## src/rtl/priority_arb_v.sv

```systemverilog
// Registered N-way arbiter with fixed-priority or round-robin selection.
// The grant is held on a valid/ready handshake until the consumer accepts it.
module priority_arb_v #(
  parameter int N = 4,
  parameter int RR = 0,
  localparam int W = $clog2(N)
) (
  input  logic         i_clk,
  input  logic         i_rst,
  input  logic [N-1:0] i_req,
  input  logic         i_ready,
  output logic         o_valid,
  output logic [W-1:0] o_code,
  output logic [N-1:0] o_grant,
  output logic [W-1:0] o_ptr
);

  typedef enum logic {
    IDLE,
    GRANT
  } state_t;

  state_t state_q, state_d;
  logic [W-1:0] code_q, code_d;
  logic [N-1:0] grant_q, grant_d;
  logic [W-1:0] ptr_q, ptr_d;

  logic         accept;
  logic         lo_any;
  logic         hi_any;
  logic [W-1:0] lo_win;
  logic [W-1:0] hi_win;
  logic [W-1:0] win;

  // Search starts at the post-accept pointer so back-to-back grants rotate.
  always_comb begin
    accept = (state_q == GRANT) && i_ready;
    ptr_d  = ptr_q;
    if (accept && (RR != 0)) begin
      ptr_d = (code_q == W'(N - 1)) ? '0 : code_q + W'(1);
    end
    lo_any = |i_req;
    hi_any = 1'b0;
    lo_win = '0;
    hi_win = '0;
    for (int k = N - 1; k >= 0; k--) begin
      if (i_req[k]) begin
        lo_win = W'(k);
        if (W'(k) >= ptr_d) begin
          hi_win = W'(k);
          hi_any = 1'b1;
        end
      end
    end
    win = hi_any ? hi_win : lo_win;
  end

  always_comb begin
    state_d = state_q;
    code_d  = code_q;
    grant_d = grant_q;
    unique case (state_q)
      IDLE: begin
        if (lo_any) begin
          state_d      = GRANT;
          code_d       = win;
          grant_d      = '0;
          grant_d[win] = 1'b1;
        end
      end
      GRANT: begin
        if (accept) begin
          if (lo_any) begin
            code_d       = win;
            grant_d      = '0;
            grant_d[win] = 1'b1;
          end else begin
            state_d = IDLE;
            grant_d = '0;
          end
        end
      end
      default: begin
        state_d = IDLE;
        grant_d = '0;
      end
    endcase
  end

  always_ff @(posedge i_clk) begin
    if (i_rst) begin
      state_q <= IDLE;
      code_q  <= '0;
      grant_q <= '0;
      ptr_q   <= '0;
    end else begin
      state_q <= state_d;
      code_q  <= code_d;
      grant_q <= grant_d;
      ptr_q   <= ptr_d;
    end
  end

  assign o_valid = (state_q == GRANT);
  assign o_code  = code_q;
  assign o_grant = grant_q;
  assign o_ptr   = ptr_q;

endmodule

```

## config.mk

```make
export PLATFORM = sky130hd
export DESIGN_NAME = priority_arb_v
export DESIGN_NICKNAME = d
export VERILOG_FILES = /design/src/rtl/priority_arb_v.sv
export SDC_FILE = /design/constraint.sdc
export NUM_CORES = 1
export LEC_CHECK = 0
export CAP_MARGIN = 20
export CELL_PAD_IN_SITES_DETAIL_PLACEMENT = 1
export CELL_PAD_IN_SITES_GLOBAL_PLACEMENT = 2
export CORE_MARGIN = 8
export CORE_UTILIZATION = 22
export DETAILED_ROUTE_END_ITERATION = 12
export PLACE_DENSITY = 0.78
export SYNTH_ARGS = -nofsm -noshare
export SYNTH_HDL_FRONTEND = slang
export SYNTH_SLANG_ARGS = --single-unit
```

## constraint.sdc

```tcl
create_clock -name i_clk -period 3.1 [get_ports i_clk]
set_input_delay 0.62 -clock i_clk [delete_from_list [all_inputs] [get_ports i_clk]]
set_output_delay 0.62 -clock i_clk [all_outputs]
set_load 0.03 [all_outputs]
```

# Word level (Yosys, flattened, before mapping)
# Cells that the tools add are included.
[word_totals] elab_cells=28 reg_bits=7
[op_classes] magnitude_cmp=2 n_eq_ne=2 n_mux=16 bitwise=1 n_reduce_logical=4
[ops] cell="2-bit two-way mux" count=6
[ops] cell="4-bit two-way mux" count=3
[ops] cell="4-bit one-hot mux with 2 select lines" count=1
[ops] cell="2-bit one-hot mux with 2 select lines" count=1
[ops] cell="4-bit OR reduction" count=1
[ops] cell="2-bit by 3-bit < comparator with 1-bit output (second input constant)" count=1
[ops] cell="1-bit two-way mux" count=3
[ops] cell="1-bit demux with 2-bit select" count=1
[ops] cell="2-bit by 1-bit greater-or-equal comparator with 1-bit output (second input constant)" count=1
[ops] cell="1-bit logical AND" count=2
[ops] cell="2-bit by 1-bit inequality test with 1-bit output (second input constant)" count=1
[ops] cell="2-bit inequality test (second input constant)" count=1
[ops] cell="1-bit one-hot mux with 2 select lines" count=1
[ops] cell="2-bit AND reduction" count=1
[ops] cell="1-bit inverter" count=1

# Logic depth before layout (Yosys ltp)
# Gate-level depths: netlist of run 1.
[logic_depth] ltp_word=11 depth_mapped=4 ltp_nobuf=3

# Worst setup path before layout of run 1
# No wires, ideal clock.
[synth_timing] kind="input port to flip-flop" from="input i_req[2]" to="register grant_q[1] (netlist: o_grant[1])" arrival_ns=1.162 t_required_ns=3.026 n_path_buf=0 path_stages=3 setup_ns=0.074 setup_slack_ns=1.864 cell_sequence="nor4_4 nand3b_1 a31oi_1"
[synth_between] elab_chain_len=10 word_cells_on_any_way=15 classes_between="order compare: 2; eq/ne: 1; mux: 9; reduce/logical: 3"
[synth_lines] item="start, declared" line_no="10" text="input logic [N-1:0] i_req,"
[synth_lines] item="2-bit two-way mux (3 in a row)" line_no="47" text="if (i_req[k]) begin"
[synth_lines] item="2-bit by 3-bit < comparator with 1-bit output (not written as such) / 2-bit by 1-bit greater-or-equal comparator with 1-bit output (equally long branches)" line_no="68, 76"
[synth_lines] item="1-bit logical AND (not written as such)" line_no="68, 76"
[synth_lines] item="1-bit two-way mux (not written as such)" line_no="68, 76"
[synth_lines] item="1-bit demux with 2-bit select" line_no="68, 76"
[synth_lines] item="4-bit two-way mux" line_no="73" text="if (lo_any) begin"
[synth_lines] item="4-bit two-way mux" line_no="72" text="if (accept) begin"
[synth_lines] item="4-bit one-hot mux with 2 select lines" line_no="62" text="unique case (state_q)"
[synth_lines] item="end signal, assigned" line_no="99" text="grant_q <= grant_d;"
[synth_lines] item="end, declared" line_no="25" text="logic [N-1:0] grant_q, grant_d;"
# Parallel ways exist; a longest one is shown, timed or not. The select of a mux whose other input is x is not followed.
# A chain may end at the register's enable or synchronous reset.

# Final worst setup path of run 1
[layout_timing] from="register state_q (netlist: o_valid)" to="output o_valid"
[layout_rtl] item="start, declared" line_no="23" text="state_t state_q, state_d;"
[layout_rtl] item="start signal, assigned" line_no="97" text="state_q <= state_d;"
[layout_rtl] item="end, declared" line_no="12" text="output logic o_valid,"
# No word-level cell between the ends.

==> impl_metrics.py, run 1 <==
metrics = {
    "synthesis": {
        "synth_area_leader_cell": "dfxtp_1",
        "ys_seq_elements": 7,
        "ys_seq_area_frac": 0.397,
        "ys.flop_type": "dfxtp_1",
        "synth_area_um2": 353,
        "synth_top_area_share": 0.397,
        "synthDistinctLibCells": 20,
        "async_flop_share": 0,
        "ys_warn_count": 0,
        "synthCells": 41,
        "synthTopCellsByArea": "dfxtp_1 40%, nand3b_1 8.5%, a31oi_1 7.1%",
        "synth_edf_count": 0,
        "syn_avg_cell_area_um2": 8.61,
    },
    "floorplanning": {
        "num_io_pins": 16,
        "die-area_um2": 3140,
        "start_util": 0.234,
        "fp.dieH_um": 56.0,
        "num_rows": 14,
        "fp.dieW_um": 56.0,
        "core_um2": 1510,
    },
    "setup_path": {
        "worstRegToRegCells": 3,
        "rr_endpoint": "o_code[1]",
        "required_ns": 2.48,
        "cp_slowest_cell": "clkdlybuf4s50_1",
        "worst-path-stages": 1,
        "cp_num_buf_inv": 1,
        "reg2reg_slack_ns": 1.70,
        "critPathKind": "flip-flop to primary output",
        "max_stage_delay_ns": 0.72,
        "critPathLaunchType": "flip-flop",
        "cp_top_family": "buffers and inverters",
        "startpoint": "o_valid",
        "path_cells": "clkdlybuf4s50_1",
        "cp-end-kind": "primary output",
        "path_max_fanout": 7,
        "r2r_start": "o_valid",
        "timing.critical_path.to": "o_valid",
        "worstPathArrival_ns": 1.44,
    },
    "routing": {
        "drt_iter0_markers": 10,
        "wl_per_cell_um": 15.7,
        "drt-vias-per-instance": 5.06,
        "drtAntennaViolNets": 0,
        "first_pass_iters": 2,
        "wl_um": 1130,
        "route.vias.total": 364,
        "drc": 0,
    },
    "clock_tree": {
        "cts-root-buf": "clkbuf_4",
        "clk_pin_slew_ns": 0.06,
        "post_cts_buffers": 0,
        "clock-sinks": 7,
        "clock_latency_ns": 0.26,
        "hold_buffers": 0,
        "htreeDepth": 1,
        "post_cts_resized": 0,
        "cts_buffers": 3,
        "clock_path_buffers": 2,
        "tritoncts": "done",
    },
    "sta": {
        "setup_viol": 0,
        "finalCritPeriodShare": 0.664,
        "final-hold-violation-count": 0,
        "slew_viol_final": 0,
        "tightest_slew_ns": 0.539,
        "fmax_ghz": 0.486,
        "period_needed_ns": 2.06,
        "fin_skew_ns": 0.00524,
        "tns_ns": 0,
        "rsz0062_at_grt": "no",
        "slew_headroom": 0.640,
    },
    "power": {
        "power_density_nw_per_um2": 457,
        "peakVddDrop_mv": 0.176,
        "p_leak_nw": 0.176,
        "total_power_mw": 0.235,
    },
    "cells_and_area": {
        "final_cell_mix": "13 x clkdlybuf4s50_1, 7 x dfxtp_1",
        "area_delta_synth_final_pct": 45.4,
        "fin_nets": 64,
        "drive_above_1_share": 0.0893,
        "final.fill_count": 185,
        "n_antenna_cell": 0,
        "final_cell_count_no_fill": 72,
        "final_common_cell": "clkdlybuf4s50_1",
    },
    "run": {
        "cap_violations": 0,
    },
    "placed_design": {
        "gp_congestion": 0.734,
        "hpwl_um": 839,
        "placed_cells": 68,
        "io_buffers": 13,
    },
    "global_routing": {
        "track_usage": 0.0790,
        "first_global_vias": 390,
        "grt_max_degree": 9,
        "grt_pass1_wl_um": 1930,
        "grt-ovfl-total": 0,
        "antenna_found_initial": 0,
    },
    "run_status": {
        "status": "finished clean",
    },
    "min_path": {
        "hp-class": "flip-flop to flip-flop",
    },
}
flip-flops by register name, indices dropped and copies added (netlist names):
name / flops
o_code: 2
o_grant: 4
o_valid: 1
synth_stat cells (2+ instances only):
| master | number |
|---|---|
| dfxtp_1 | 7 |
| buf_4 | 2 |
| nand3b_1 | 4 |
| a31oi_1 | 4 |
| nor2_1 | 4 |
| o21ai_0 | 2 |
| nand2_1 | 4 |
| nand3_1 | 2 |
report_power, final:
| group | total (mW) | switching (mW) | internal (mW) |
|---|---|---|---|
| registers | 0.0982 | 0.00367 | 0.0945 |
| logic | 0.0486 | 0.0281 | 0.0204 |
| clock network | 0.0878 | 0.0384 | 0.0494 |
| total | 0.235 | 0.0702 | 0.164 |
logic make-up after synthesis:
kind of cell           synth area share
buffers and inverters            0.0673
other                            0.0106
DFF                               0.397
AOI/OAI and AO/OA                 0.188
and+or+nand+nor                   0.337
per-stage QoR:
stage	util	hold WS [ns]	instance area (um2)	setup slack, ns
2_1_floorplan	-	0.596	357	1.86
3_3_place_gp	0.323	0.480	487	1.19
3_5_place_dp	0.323	0.469	487	1.15
4_1_cts	0.341	0.477	513	1.01
5_1_grt	0.341	0.502	513	0.953
6_report	0.341	0.475	513	1.04
layer usage:
layer / wire length [um] / vias to the layer above / global-route usage
li1: - / 178 / -
met1: 461 / 174 / 0.0712
met2: 563 / 12 / 0.128
met3: 107 / 0 / 0.0639
met4: 0 / 0 / 0.0309
met5: 0 / - / 0
how the worst min path moves through the flow:
stage,start,to,slack (ns),cells after the start
2_1_floorplan,o_grant[0],o_grant[0],0.60,2
3_3_place_gp,o_grant[0],o_grant[0],0.48,2
3_5_place_dp,o_grant[0],o_grant[0],0.47,2
4_1_cts,o_grant[0],o_grant[0],0.48,2
5_1_grt,o_grant[0],o_grant[0],0.50,2
6_report,o_grant[0],o_grant[0],0.47,2
final cells by class:
type	count	area, um2	share of cell area
Sequential cell	7	140	0.273
Multi-Input combinational cell	31	193	0.376
Inverter	1	3.75	0.00732
Timing Repair Buffer	13	130	0.254
Tap cell	16	20.0	0.0390
Clock buffer	4	26.3	0.0512
No activity file was read; power rests on OpenSTA's default activity.
==> inputs of run 2 (changes only) <==
CORE_UTILIZATION = 18   (was 22)
PLACE_DENSITY = 0.69   (was 0.78)
clock period = 1.83 ns   (was 3.1 ns; I/O delays follow)
==> run 2 against run 1 <==
Die area up 16%. Worst setup slack worse by 0.86 ns. Total power up 67%. Hold slack better by 0.0098 ns. Sequential share of layout area down 1.5 points. Combinational power up 79%.
==> impl_metrics.py, run 2 (synthesized netlist as in run 1, its figures left out) <==
metrics = {
    "floorplanning": {
        "start_util": 0.186,
        "fp.dieH_um": 60.3,
        "fp.dieW_um": 60.3,
        "num_rows": 16,
        "num_io_pins": 16,
        "die-area_um2": 3630,
        "core_um2": 1900,
    },
    "cells_and_area": {
        "n_antenna_cell": 0,
        "final_cell_mix": "13 x clkdlybuf4s50_1, 7 x dfxtp_1",
        "largest_reg_flops": 4,
        "area_delta_synth_final_pct": 53.5,
        "final_cell_count_no_fill": 85,
        "fin_util": 0.285,
        "fin_nets": 66,
        "final_common_cell": "clkdlybuf4s50_1",
        "drive_above_1_share": 0.121,
    },
    "routing": {
        "drt-vias-per-instance": 4.32,
        "first_pass_iters": 4,
        "wl_um": 1040,
        "route.vias.total": 367,
        "drt_iter0_markers": 15,
        "wl_per_cell_um": 12.3,
        "drc": 0,
        "drtAntennaViolNets": 0,
    },
    "global_routing": {
        "antenna_found_initial": 0,
        "track_usage": 0.0648,
        "first_global_vias": 364,
        "grt_pass1_wl_um": 1730,
        "grt-ovfl-total": 0,
        "grt_max_degree": 8,
    },
    "power": {
        "peakVddDrop_mv": 0.261,
        "power.internal_mw": 0.281,
        "total_power_mw": 0.393,
        "switchingPower_mw": 0.111,
        "p_comb_frac": 0.221,
        "switching_share": 0.284,
        "p_seq_frac": 0.419,
        "power_density_nw_per_um2": 725,
        "p_leak_nw": 0.186,
        "p_clk_frac": 0.360,
    },
    "sta": {
        "slew_viol_final": 0,
        "period_needed_ns": 1.65,
        "rsz0062_at_grt": "no",
        "setup_viol": 0,
        "finalCritPeriodShare": 0.903,
        "fmax_ghz": 0.605,
        "tns_ns": 0,
        "fin_skew_ns": 0.00457,
        "final-hold-violation-count": 0,
    },
    "placed_design": {
        "placed_cells": 81,
        "hpwl_um": 853,
        "gp_congestion": 0.718,
        "io_buffers": 13,
    },
    "setup_path": {
        "cp_num_buf_inv": 1,
        "critPathLaunchType": "flip-flop",
        "path_cells": "clkdlybuf4s50_1",
        "cp_top_family": "buffers and inverters",
        "required_ns": 1.46,
        "path_max_fanout": 3,
        "cp-end-kind": "primary output",
        "cp_slowest_cell": "clkdlybuf4s50_1",
        "critPathKind": "flip-flop to primary output",
        "worstPathArrival_ns": 1.29,
        "max_stage_delay_ns": 0.68,
    },
    "clock_tree": {
        "cts-root-buf": "clkbuf_4",
        "clock_path_buffers": 2,
        "tritoncts": "done",
        "post_cts_buffers": 0,
        "clk_pin_slew_ns": 0.05,
        "clock-sinks": 7,
        "clock_latency_ns": 0.25,
        "htreeDepth": 1,
        "post_cts_resized": 0,
        "hold_buffers": 0,
        "cts_buffers": 3,
    },
    "min_path": {
        "hp-class": "flip-flop to flip-flop",
    },
    "run_status": {
        "status": "finished clean",
    },
    "run": {
        "cap_violations": 0,
    },
}
-- run 2: cell count changes in the layout (fill, tap and decap cells not counted), sizes merged --
| cell | change |
|---|---|
| buf | +2 |
-- run 2: worst paths after layout --
check | to | cells past startpoint | startpoint | slack, ns
max reg2reg | o_code[0] | 5 | o_valid | 0.68
max | o_grant[3] | 1 | o_grant[3] | 0.18
min | o_grant[0] | 2 | o_grant[0] | 0.48
min reg2reg | o_grant[0] | 2 | o_grant[0] | 0.48
-- run 2: area by class of cell --
| type | count | area [um2] |
|---|---|---|
| repair buffers | 15 | 145 |
| well taps | 27 | 33.8 |
| flip-flops and latches | 7 | 140 |
| clock buffers | 4 | 26.3 |
| multi-input cells | 31 | 193 |
| fillers | 232 | 1360 |
| inverters | 1 | 3.75 |
-- run 2: per-layer routing --
| metal | up-vias | wire [um] | part of all wire | track usage |
|---|---|---|---|---|
| li1 | 179 | - | - | - |
| met1 | 177 | 421 | 0.40 | 0.0676 |
| met2 | 9 | 512 | 0.49 | 0.102 |
| met3 | 2 | 100 | 0.096 | 0.0495 |
| met4 | 0 | 8 | 0.0077 | 0.0102 |
| met5 | - | 0 | 0 | 0 |
-- run 2: stage by stage --
step,hold WS (ns),instance area (um2),worst slack [ns]
6_report,0.485,542,0.177
5_1_grt,0.527,542,0.121
4_1_cts,0.485,542,0.156
3_5_place_dp,0.474,515,0.163
3_3_place_gp,0.463,515,0.193
2_1_floorplan,0.435,357,0.605
-- run 2: power groups by stage --
| stage | registers, mW | clock network, mW | logic (mW) |
|---|---|---|---|
| floorplan | 0.183 | 0 | 0.0298 |
| global placement | 0.168 | 0 | 0.0878 |
| detailed placement | 0.168 | 0 | 0.0879 |
| CTS | 0.165 | 0.150 | 0.0882 |
| global route | 0.165 | 0.165 | 0.0942 |
| finish | 0.165 | 0.141 | 0.0869 |
==> inputs of run 3 (changes only) <==
PLACE_DENSITY = default   (was 0.69)
PLACE_DENSITY_LB_ADDON = 0.1   (was default)
==> run 3 against run 2 <==
Global-route usage is 1.4 points higher. Worst setup slack got worse by 0.0073 ns. Die area is the same. Hold slack got worse by 0.0083 ns. Critical path depth stayed put. Combinational power is 2% lower. Critical path type unchanged. Critical endpoint is now o_grant[2]. Clock-buffer cell count unchanged. Maximum frequency down 0.44%. Highest routed layer unchanged. Via count down 0.27%. Sequential share of layout area up 0.24 points. First-iteration DRC count decreased by 67%.
==> impl_metrics.py, run 3 (synthesized netlist as in run 1, its figures left out) <==
metrics = {
    "routing": {
        "drt-vias-per-instance": 4.36,
        "drc": 0,
        "drt_iter0_markers": 5,
        "first_pass_iters": 2,
        "wl_met3_um": 73,
        "wl_um": 1210,
        "wl_per_cell_um": 14.4,
        "route.vias.total": 366,
        "dr_wl_met2_um": 533,
        "drtAntennaViolNets": 0,
        "met1_length_um": 593,
        "routed.top_layer": "met4",
    },
    "clock_tree": {
        "clock_latency_ns": 0.25,
        "hold_buffers": 0,
        "clock_path_buffers": 2,
        "clock-sinks": 7,
        "tritoncts": "done",
        "htreeDepth": 1,
        "cts_buffers": 3,
        "cts-root-buf": "clkbuf_4",
        "clk_pin_slew_ns": 0.05,
    },
    "power": {
        "switchingPower_mw": 0.114,
        "power_density_nw_per_um2": 733,
        "p_leak_nw": 0.191,
        "p_clk_frac": 0.362,
        "switching_share": 0.290,
        "p_comb_frac": 0.216,
        "power.internal_mw": 0.279,
        "peakVddDrop_mv": 0.239,
        "p_seq_frac": 0.423,
    },
    "setup_path": {
        "cp_top_family": "buffers and inverters",
        "worstPathArrival_ns": 1.29,
        "critPathLaunchType": "flip-flop",
        "cp_num_buf_inv": 1,
        "max_stage_delay_ns": 0.69,
        "cp-end-kind": "primary output",
        "critPathKind": "flip-flop to primary output",
        "required_ns": 1.46,
        "path_max_fanout": 3,
        "cp_slowest_cell": "clkdlybuf4s50_1",
        "path_cells": "clkdlybuf4s50_1",
    },
    "global_routing": {
        "grt-ovfl-total": 0,
        "first_global_vias": 384,
        "grt_max_degree": 8,
        "grt_pass1_wl_um": 1970,
        "track_usage": 0.0784,
        "antenna_found_initial": 0,
    },
    "cells_and_area": {
        "final_cell_mix": "12 x clkdlybuf4s50_1, 7 x dfxtp_1",
        "largest_reg_flops": 4,
        "final_common_cell": "clkdlybuf4s50_1",
        "n_antenna_cell": 0,
        "fin_nets": 65,
        "final_cell_count_no_fill": 84,
        "area_delta_synth_final_pct": 52.1,
        "drive_above_1_share": 0.105,
        "design_area_um2": 537,
    },
    "sta": {
        "rsz0062_at_grt": "no",
        "setup_viol": 0,
        "fin_skew_ns": 0.00166,
        "slew_viol_final": 0,
        "finalCritPeriodShare": 0.907,
        "period_needed_ns": 1.66,
        "tns_ns": 0,
        "holdWs_ns": 0.476,
        "fmax_ghz": 0.602,
        "final-hold-violation-count": 0,
        "final.setup.worst_slack_ns": 0.169,
    },
    "placed_design": {
        "place_ws_ns": 0.116,
        "hpwl_um": 900,
        "io_buffers": 13,
        "dpl_cell_area_um2": 508,
        "placed_cells": 80,
        "gp_congestion": 0.788,
    },
    "floorplanning": {
        "start_util": 0.186,
        "die-area_um2": 3630,
        "core_um2": 1900,
        "fp.dieH_um": 60.3,
        "num_io_pins": 16,
        "num_rows": 16,
        "fp.dieW_um": 60.3,
    },
    "run_status": {
        "status": "finished clean",
    },
    "min_path": {
        "hp-class": "flip-flop to flip-flop",
    },
    "run": {
        "cap_violations": 0,
    },
}
-- run 3: cell count changes in the layout (fill, tap and decap cells not counted), sizes merged --
cell and change:
buf -1, clkdlybuf4s50 -1, dlymetal6s2s +1
-- run 3: area by class of cell --
type / count / area, um2
Fill cell: 231 / 1370
Multi-Input combinational cell: 31 / 193
Sequential cell: 7 / 140
Timing Repair Buffer: 14 / 140
Tap cell: 27 / 33.8
Clock buffer: 4 / 26.3
Inverter: 1 / 3.75
-- run 3: per-layer routing --
| metal | GRT usage | up-vias |
|---|---|---|
| li1 | - | 177 |
| met1 | 0.0848 | 176 |
| met2 | 0.114 | 11 |
| met3 | 0.0366 | 2 |
| met4 | 0.0612 | 0 |
| met5 | 0 | - |
-- run 3: power groups by stage --
stage	clock network (mW)	registers (mW)	logic (mW)
CTS	0.147	0.167	0.0855
detailed placement	0	0.170	0.0846
global placement	0	0.169	0.0841
finish	0.142	0.166	0.0849
floorplan	0	0.183	0.0298
global route	0.160	0.168	0.0910
-- run 3: repair_timing --
item | CTS | global route
setup endpoints to repair | 0 | 1
buffers inserted | 0 | 0
resized for setup | 0 | 1
-- run 3: metrics by stage --
stage / total power [mW] / utilization
6_report: 0.394 / 0.282
4_1_cts: 0.399 / 0.281
2_1_floorplan: 0.213 / -
3_3_place_gp: 0.254 / 0.267
3_5_place_dp: 0.255 / 0.267
5_1_grt: 0.419 / 0.282
-- run 3: final timing paths --
kind	startpoint	to	slack, ns	depth (start not counted)
max	o_grant[2]	o_grant[2]	0.17	1
max reg2reg	o_valid	o_grant[2]	0.52	4
min reg2reg	o_grant[0]	o_grant[0]	0.48	2
min	o_grant[0]	o_grant[0]	0.48	2
==> RTL change, RTL diff (config.mk and constraints of run 3) <==
Make the reset (`i_rst`) asynchronous in one clocked block.
--- a/src/rtl/priority_arb_v.sv
+++ b/src/rtl/priority_arb_v.sv
@@ -87,7 +87,7 @@
     endcase
   end
 
-  always_ff @(posedge i_clk) begin
+  always_ff @(posedge i_clk or posedge i_rst) begin
     if (i_rst) begin
       state_q <= IDLE;
       code_q  <= '0;
Behaviour: differs if i_rst is asserted again (counterexample within 4 cycles, from zero or initial values and one cycle with i_rst high); with i_rst held inactive, the same outputs for 10 cycles.
==> RTL change against run 3 <==
  * Sequential share of layout area up 6.8 points
  * Synthesized area down 0.71%
  * Sequential cell count unchanged
  * Power up 10%
  * Design area down 0.93%
  * Setup slack worse by 0.071 ns
  * Wire length down 16%
  * Non-clock buffer count unchanged
  * Register-to-register slack better by 0.05 ns
  * Synthesized cell count down 15%
  * Critical path type unchanged
  * Critical endpoint is now o_valid
  * Largest cell class is now registers
==> RTL change: results <==
group,metric,value,unit
power_and_ir_drop,power_leakage,0.218,nW
placed_design,routabilityCongestion,0.665,
placed_design,place_area,505,um^2
synth,yosys_warnings,0,
worst_setup_path,crit_fanout,5,
power_and_ir_drop,p_sw,136,uW
timing,finClkSkew,0.00567,ns
worst_setup_path,max_stage_delay,0.70,ns
global_route,grt_start_max_net_pins,12,
synth,synthTopCellsByArea,"dfrtp_1 (50%), buf_4 (4.3%), o21a_1 (4.3%), a32o_2 (3.2%), inv_1 (3.2%)",
final_layout,fill_cells,226,
clocking,clk_latency,0.26,ns
clocking,cts_resized,0,
placed_design,numPortBuffers,13,
final_layout,largest_reg_flops,4,
timing,whs,0.341,ns
global_route,grt_util_all_layers,6.54,%
synth,yosys-top-cells-count,"dfrtp_1 (7), inv_1 (3), nor2_1 (3)",
worst_setup_path,crit_path_start,"o_valid$_DFF_PP0_",
power_and_ir_drop,ir_drop,0.000235,V
worst_setup_path,cp_top_family,"buffers and inverters",
final_layout,final_nets,59,
clocking,cts_max_level,1,
worst_setup_path,cp-endpoint,"o_valid",
synth,synthArstFlopShare,100,%
synth,ys_types,22,
global_route,antenna_found_initial,0,
clocking,root_buffer,"clkbuf_4",
synth,ys_seq_area_share,50.0,%
worst_setup_path,cp_slowest_cell,"clkdlybuf4s50_1",
worst_setup_path,worstRegToRegCells,4,
clocking,path_clk_slew,0.06,ns
final_layout,diodes,0,
worst_setup_path,arrival,1.37,ns
global_route,grt_pass1_vias,363,
global_route,grt_pass1_wl,1710,um
synth,ys.flop_type,"dfrtp_1",
final_layout,drive_above_1_share,13.7,%
detailed_routing,num_vias,341,
detailed_routing,drtPass1Iterations,4,
worst_setup_path,reg2reg_slack,0.57,ns
detailed_routing,drt-initial-drc-count,5,
worst_hold_path,hold_path.class,"in2async",
clocking,cts_setup_buffers,0,
clocking,clockBufferDepth,2,
placed_design,place.detailed.hpwl,791,um
detailed_routing,routed_wl,1020,um
run_status,status,"completed",
worst_setup_path,r2r-end,"o_grant[3]$_DFFE_PP0P_",
clocking,cts_buffers,3,
-- RTL change: layout make-up --
cell class,count,area share (%)
inverter,3,2.12
clock buffer,4,4.94
timing repair buffer,14,25.9
sequential,7,32.9
tap,27,6.35
multi-input combinational,23,27.8
-- RTL change: metal layers --
metal	routed length, um	up-vias	part of all wire (%)	track usage, %
met5	0	-	0	0
li1	-	157	-	-
met3	69	4	6.7	2.80
met4	25	0	2.4	5.10
met2	454	10	44	8.84
met1	474	170	46	7.80
-- RTL change: cell families (layout without fill, tap and decap cells) --
family	Yosys count	in the layout	share of synthesized area, %
AOI/OAI and AO/OA	13	13	28.6
buffers and inverters	6	21	8.93
DFF	7	7	50.0
other	1	2	1.07
and+or+nand+nor	8	8	11.4
-- RTL change: stage by stage --
step | util (%) | std cells | worst slack (ns)
after floorplan | - | 36 | 0.566
after global placement | 26.6 | 74 | 0.176
after detailed placement | 26.6 | 74 | 0.158
after CTS | 28.0 | 78 | 0.0694
after global routing | 28.0 | 78 | 0.0227
final | 28.0 | 78 | 0.0983
-- RTL change: power by group through the flow --
stage	combinational, mW	sequential [mW]	clock (mW)
after floorplan	0.0373	0.199	0
after global placement	0.108	0.176	0
after detailed placement	0.108	0.177	0
after CTS	0.109	0.174	0.156
after global routing	0.116	0.176	0.164
final	0.108	0.174	0.153
-- RTL change: worst reg2reg max path, cell delays in order, from the launching register on --
cell,delay [ns]
dfrtp_1,0.41
nand2b_1,0.24
buf_4,0.23
a2bb2oi_1,0.16
o22ai_1,0.10
